$ cat config.mk
export PLATFORM = sky130hd
export DESIGN_NAME = alu_cmd_issuer
export DESIGN_NICKNAME = d
export VERILOG_FILES = /design/src/rtl/alu_pkg.sv /design/src/rtl/alu_cmd_fifo.sv /design/src/rtl/alu_cmd_issuer.sv
export SDC_FILE = /design/constraint.sdc
export NUM_CORES = 1
export LEC_CHECK = 0
export BUFFER_PORTS_ARGS = -buffer_cell sky130_fd_sc_hd__buf_2
export CORE_MARGIN = 5
export CORE_UTILIZATION = 40
export CTS_CLUSTER_DIAMETER = 150
export DETAILED_ROUTE_END_ITERATION = 10
export PLACE_DENSITY = 0.62
export SYNTH_ARGS = -nofsm -noshare
export SYNTH_HDL_FRONTEND = slang
export SYNTH_SLANG_ARGS = --single-unit
$ cat constraint.sdc
create_clock -name CLK -period 2.35 [get_ports CLK]
set_clock_uncertainty 0.1 [all_clocks]
set_input_delay 0.1175 -clock CLK [delete_from_list [all_inputs] [get_ports CLK]]
set_output_delay 0.1175 -clock CLK [all_outputs]
set_load 0.02 [all_outputs]
$ cat src/rtl/alu_pkg.sv
// Shared definitions for the arithmetic command front-end: function codes,
// issue FSM states and default widths.
package alu_pkg;

   localparam int ALU_IN_WIDTH   = 16;
   localparam int ALU_OUT_WIDTH  = 2 * ALU_IN_WIDTH;
   localparam int ALU_FIFO_DEPTH = 4;

   localparam logic [1:0] ALU_ADD = 2'd0;
   localparam logic [1:0] ALU_SUB = 2'd1;
   localparam logic [1:0] ALU_MUL = 2'd2;
   localparam logic [1:0] ALU_DIV = 2'd3;

   typedef enum logic [1:0] {
      IDLE  = 2'd0,
      ISSUE = 2'd1,
      WAIT  = 2'd2,
      RESP  = 2'd3
   } issue_state_t;

endpackage

$ cat src/rtl/alu_cmd_fifo.sv
// Synchronous command FIFO holding {fun, a, b}; pointers carry an extra wrap
// bit so full and empty are distinguished without a separate counter.
module alu_cmd_fifo
   import alu_pkg::*;
#(
   parameter int WIDTH      = 2 + 2 * ALU_IN_WIDTH,
   parameter int FIFO_DEPTH = ALU_FIFO_DEPTH
) (
   input  logic             CLK,
   input  logic             RST,
   input  logic             push,
   input  logic [WIDTH-1:0] din,
   input  logic             pop,
   output logic [WIDTH-1:0] dout,
   output logic             full,
   output logic             empty
);

   localparam int AW = $clog2(FIFO_DEPTH);
   localparam logic [AW:0] PTR_ONE = {{AW{1'b0}}, 1'b1};

   logic [AW:0]      wr_ptr_q, wr_ptr_d;
   logic [AW:0]      rd_ptr_q, rd_ptr_d;
   logic [WIDTH-1:0] mem_q [FIFO_DEPTH];

   always_comb begin
      full     = (wr_ptr_q[AW] != rd_ptr_q[AW]) && (wr_ptr_q[AW-1:0] == rd_ptr_q[AW-1:0]);
      empty    = (wr_ptr_q == rd_ptr_q);
      wr_ptr_d = wr_ptr_q;
      rd_ptr_d = rd_ptr_q;
      if (push && !full) begin
         wr_ptr_d = wr_ptr_q + PTR_ONE;
      end
      if (pop && !empty) begin
         rd_ptr_d = rd_ptr_q + PTR_ONE;
      end
   end

   assign dout = mem_q[rd_ptr_q[AW-1:0]];

   always_ff @(posedge CLK or negedge RST) begin
      if (!RST) begin
         wr_ptr_q <= '0;
         rd_ptr_q <= '0;
      end else begin
         wr_ptr_q <= wr_ptr_d;
         rd_ptr_q <= rd_ptr_d;
      end
   end

   // Storage carries no reset; only the pointers define what is valid.
   always_ff @(posedge CLK) begin
      if (push && !full) begin
         mem_q[wr_ptr_q[AW-1:0]] <= din;
      end
   end

endmodule

$ cat src/rtl/alu_cmd_issuer.sv
// Command front-end for the 16-bit arithmetic unit: FIFO, one-in-flight issue
// FSM and held response. Define ALU_ISSUE_DIVZ_CHK_EN to trap divide-by-zero.
module alu_cmd_issuer
   import alu_pkg::*;
#(
   parameter int IN_WIDTH        = ALU_IN_WIDTH,
   parameter int ARITH_OUT_WIDTH = 2 * IN_WIDTH,
   parameter int FIFO_DEPTH      = ALU_FIFO_DEPTH
) (
   input  logic                              CLK,
   input  logic                              RST,
   input  logic                              cmd_valid,
   output logic                              cmd_ready,
   input  logic [1:0]                        cmd_fun,
   input  logic signed [IN_WIDTH-1:0]        cmd_a,
   input  logic signed [IN_WIDTH-1:0]        cmd_b,
   output logic signed [IN_WIDTH-1:0]        A,
   output logic signed [IN_WIDTH-1:0]        B,
   output logic [1:0]                        ALU_FUN,
   output logic                              Arith_EN,
   input  logic signed [ARITH_OUT_WIDTH-1:0] Arith_OUT,
   output logic                              res_valid,
   input  logic                              res_ready,
   output logic signed [ARITH_OUT_WIDTH-1:0] res_data,
   output logic [1:0]                        res_fun,
   output logic                              res_err
);

   localparam int ENTRY_W = 2 + 2 * IN_WIDTH;

   logic                 push, pop, full, empty, start, trap;
   logic [ENTRY_W-1:0]   head;
   logic [1:0]           head_fun;
   logic signed [IN_WIDTH-1:0] head_a, head_b;

   issue_state_t state_q, state_d;
   logic signed [IN_WIDTH-1:0]        a_q, a_d, b_q, b_d;
   logic [1:0]                        fun_q, fun_d, res_fun_q, res_fun_d;
   logic                              en_q, en_d, res_valid_q, res_valid_d;
   logic signed [ARITH_OUT_WIDTH-1:0] res_data_q, res_data_d;
`ifdef ALU_ISSUE_DIVZ_CHK_EN
   logic                              res_err_q, res_err_d;
`endif

   assign push      = cmd_valid && !full;
   assign cmd_ready = !full;
   assign {head_fun, head_a, head_b} = head;

   alu_cmd_fifo #(
      .WIDTH      (ENTRY_W),
      .FIFO_DEPTH (FIFO_DEPTH)
   ) u_fifo (
      .CLK   (CLK),
      .RST   (RST),
      .push  (push),
      .din   ({cmd_fun, cmd_a, cmd_b}),
      .pop   (pop),
      .dout  (head),
      .full  (full),
      .empty (empty)
   );

`ifdef ALU_ISSUE_DIVZ_CHK_EN
   assign trap = (head_fun == ALU_DIV) && (head_b == '0);
`else
   assign trap = 1'b0;
`endif

   always_comb begin
      state_d     = state_q;
      a_d         = a_q;
      b_d         = b_q;
      fun_d       = fun_q;
      en_d        = 1'b0;
      res_valid_d = res_valid_q;
      res_data_d  = res_data_q;
      res_fun_d   = res_fun_q;
`ifdef ALU_ISSUE_DIVZ_CHK_EN
      res_err_d   = res_err_q;
`endif
      start       = 1'b0;
      pop         = 1'b0;

      case (state_q)
         IDLE: begin
            start = !empty;
         end
         ISSUE: begin
            state_d = WAIT;
         end
         WAIT: begin
            res_data_d  = Arith_OUT;
            res_fun_d   = fun_q;
            res_valid_d = 1'b1;
`ifdef ALU_ISSUE_DIVZ_CHK_EN
            res_err_d   = 1'b0;
`endif
            state_d     = RESP;
         end
         RESP: begin
            // A trapped command enters RESP with the response staged but not yet valid.
            if (!res_valid_q) begin
               res_valid_d = 1'b1;
            end else if (res_ready) begin
               res_valid_d = 1'b0;
               if (!empty) begin
                  start = 1'b1;
               end else begin
                  state_d = IDLE;
               end
            end
         end
         default: begin
            state_d = IDLE;
         end
      endcase

      if (start) begin
         pop = 1'b1;
         if (trap) begin
            res_data_d = '0;
            res_fun_d  = ALU_DIV;
`ifdef ALU_ISSUE_DIVZ_CHK_EN
            res_err_d  = 1'b1;
`endif
            state_d    = RESP;
         end else begin
            a_d     = head_a;
            b_d     = head_b;
            fun_d   = head_fun;
            en_d    = 1'b1;
            state_d = ISSUE;
         end
      end
   end

   always_ff @(posedge CLK or negedge RST) begin
      if (!RST) begin
         state_q     <= IDLE;
         a_q         <= '0;
         b_q         <= '0;
         fun_q       <= '0;
         en_q        <= 1'b0;
         res_valid_q <= 1'b0;
         res_data_q  <= '0;
         res_fun_q   <= '0;
`ifdef ALU_ISSUE_DIVZ_CHK_EN
         res_err_q   <= 1'b0;
`endif
      end else begin
         state_q     <= state_d;
         a_q         <= a_d;
         b_q         <= b_d;
         fun_q       <= fun_d;
         en_q        <= en_d;
         res_valid_q <= res_valid_d;
         res_data_q  <= res_data_d;
         res_fun_q   <= res_fun_d;
`ifdef ALU_ISSUE_DIVZ_CHK_EN
         res_err_q   <= res_err_d;
`endif
      end
   end

   assign A         = a_q;
   assign B         = b_q;
   assign ALU_FUN   = fun_q;
   assign Arith_EN  = en_q;
   assign res_valid = res_valid_q;
   assign res_data  = res_data_q;
   assign res_fun   = res_fun_q;
`ifdef ALU_ISSUE_DIVZ_CHK_EN
   assign res_err   = res_err_q;
`else
   assign res_err   = 1'b0;
`endif

endmodule

==> flow_summary.json <==
{
  "drtAntennaViolNets": 0,
  "area_growth_syn_to_layout_pct": 31.6,
  "ctsHoldBuffers": 69,
  "cts_max_path_buffers": 3,
  "clk_latency_ps": 520,
  "setup_viol": 0,
  "netlist_top_cells_area": "edfxtp_1 50%, dfrtp_1 24%, mux4_2 8.3%",
  "htree_levels": 1,
  "fin_area_mm2": 0.0107,
  "die_width_um": 153,
  "synth_top_area_share_pct": 50.1,
  "synth_seq_cells": 214,
  "yosysMostFrequentCell": "edfxtp_1",
  "async_flop_share_pct": 36.4,
  "gr-total-overflow": 0,
  "post_cts_resized": 0,
  "drive_above_1_share_pct": 46.9,
  "status": "completed",
  "final_util_pct": 53.2,
  "numPortBuffers": 140,
  "end_kind": "flip-flop",
  "cts_tree": "built",
  "setup_tns_ps": 0,
  "pre_cts_ws_ps": 118,
  "drv_slew": 0,
  "finalHoldViolCount": 0,
  "post_cts_buffers": 0,
  "drc": 0,
  "timing.final.crit_share_pct": 95.0,
  "maxCapViolations": 0,
  "dp_hpwl_mm": 9.90,
  "track_usage_pct": 14.2,
  "synth_ff_type": "edfxtp_1",
  "insertedDiodeCount": 0,
  "yosysSeqAreaShare_pct": 74.0,
  "fp-row-count": 52,
  "viasPerCell": 4.76,
  "p_leak_nw": 4.22,
  "numCtsBuffers": 23,
  "irDropWorstVdd_mv": 0.717,
  "vias": 4252,
  "start_util_pct": 40.4,
  "first_pass_iters": 4,
  "dieArea_mm2": 0.0234,
  "worstPathMaxFanout": 21,
  "routedWlPerCell_um": 18.4,
  "antenna_found_initial": 0,
  "startpoint_type": "flip-flop",
  "grt_first_pass_wirelength_mm": 26.8,
  "core_area_mm2": 0.0202,
  "arrival_ps": 2350,
  "setup_slack_ps": 117,
  "fp.dieH_um": 153,
  "min_period_ps": 2230,
  "syn_avg_cell_area_um2": 21.6,
  "cts-root-buf": "clkbuf_16",
  "synth_area_mm2": 0.00816,
  "total_power_mw": 14.8,
  "grt_pass1_vias": 4809,
  "slew_headroom_pct": 60.6,
  "worst_pin_slew_ps": 588,
  "synth_fp_nets": 457,
  "ios": 142,
  "path_class": "reg -> reg",
  "synth_edf_count": 136,
  "max_freq_mhz": 448,
  "wl_mm": 16.5,
  "synth_largest_area_cell": "edfxtp_1",
  "hp-class": "in -> async",
  "synth_top_cells_by_count": "136 x edfxtp_1, 78 x dfrtp_1, 45 x mux2_2, 30 x mux4_2, 20 x mux2_4",
  "power_density_mw_per_mm2": 1380,
  "nets": 685,
  "clkSinkCount": 214,
  "gp_congestion": 0.717,
  "dr.first_iter.drc_count": 147,
  "rsz0062_at_grt": "no",
  "placed_area_mm2": 0.00927,
  "grt_max_degree": 43,
  "yosysWarnings": 0,
  "critPathRequiredTime_ps": 2470,
  "clk_pin_slew_ps": 60,
  "synth.distinct_cells": 30,
  "syn-instance-count": 378
}
-- layout make-up --
type                            instances  area [um2]
Fill cell                            1600        9430
Sequential cell                       214        6040
Multi-Input combinational cell        142        1990
Timing Repair Buffer                  220        1580
Clock buffer                           29         618
Tap cell                              270         338
Clock inverter                         13         159
Inverter                                5        18.8
-- power breakdown --
group	total, mW	internal [mW]	switching, mW
registers	5.82	5.32	0.505
logic	5.37	2.57	2.80
clock network	3.63	2.21	1.42
total	14.8	10.1	4.72
-- through the flow --
stage               instances  hold WS [ps]
finish                    893          69.7
global route              893          98.7
CTS                       893          67.3
detailed placement        782          58.9
global placement          782          48.7
floorplan                 378          -278
-- flip-flops by register name (all words and copies together) (netlist names), 3 cells and up --
register         cells
A                   16
B                   16
res_data            32
u_fifo.mem_q       136
u_fifo.rd_ptr_q      3
u_fifo.wr_ptr_q      3
-- path summary, 6_finish.rpt --
| kind | start | to | slack (ps) | cells past startpoint |
|---|---|---|---|---|
| max | u_fifo.wr_ptr_q[0] | u_fifo.mem_q[3][31] | 120 | 4 |
| min reg2reg | B[5] | B[5] | 380 | 1 |
| max reg2reg | u_fifo.wr_ptr_q[0] | u_fifo.mem_q[3][31] | 120 | 4 |
| max in group asynchronous | RST | A[9] | 1450 | 3 |
| min in group CLK | cmd_b[14] | u_fifo.mem_q[0][14] | 250 | 2 |
| min | RST | A[3] | 70 | 2 |
-- routing by layer --
layer,vias to the layer above,wire length (um),GRT usage [%]
li1,1945,-,-
met1,2124,6930,18.4
met2,149,8050,23.9
met3,34,1040,3.76
met4,0,439,3.78
met5,-,0,0
-- logic make-up (layout without fill, tap and decap cells) --
logic type	after synthesis	in the layout	synth area share, %
flip-flops	214	214	74.0
multiplexers	103	103	20.0
AO/OA/AOI/OAI	9	9	1.03
buffers and inverters	22	267	1.72
other	1	1	0.0460
AND/OR/NAND/NOR	12	12	0.782
adder cells (fa/ha/maj)	9	9	1.38
XOR/XNOR	8	8	1.04
-- worst max-delay path, stage by stage (launching register included) --
cell     delay, ps
dfrtp_1        440
xnor2_2        200
a31oi_1        520
and2_2         430
buf_12         230
-- placed cells by master, fill, tap and decap left out, types with 3 or more instances in the layout --
cell           instances
xor2_1                 3
xnor2_1                3
clkbuf_1               4
clkinv_2               5
mux2_4                20
mux4_2                30
buf_2                139
clkbuf_16             23
inv_1                  5
nor2_1                 4
and2_2                 4
buf_12                 8
mux4_1                 4
dfrtp_1               76
mux2_1                 4
buf_4                  4
ha_1                   8
edfxtp_1             136
mux2_2                45
bufinv_16              3
dlygate4sd3_1         69
Note: power is estimated with default switching activity, not from simulation.
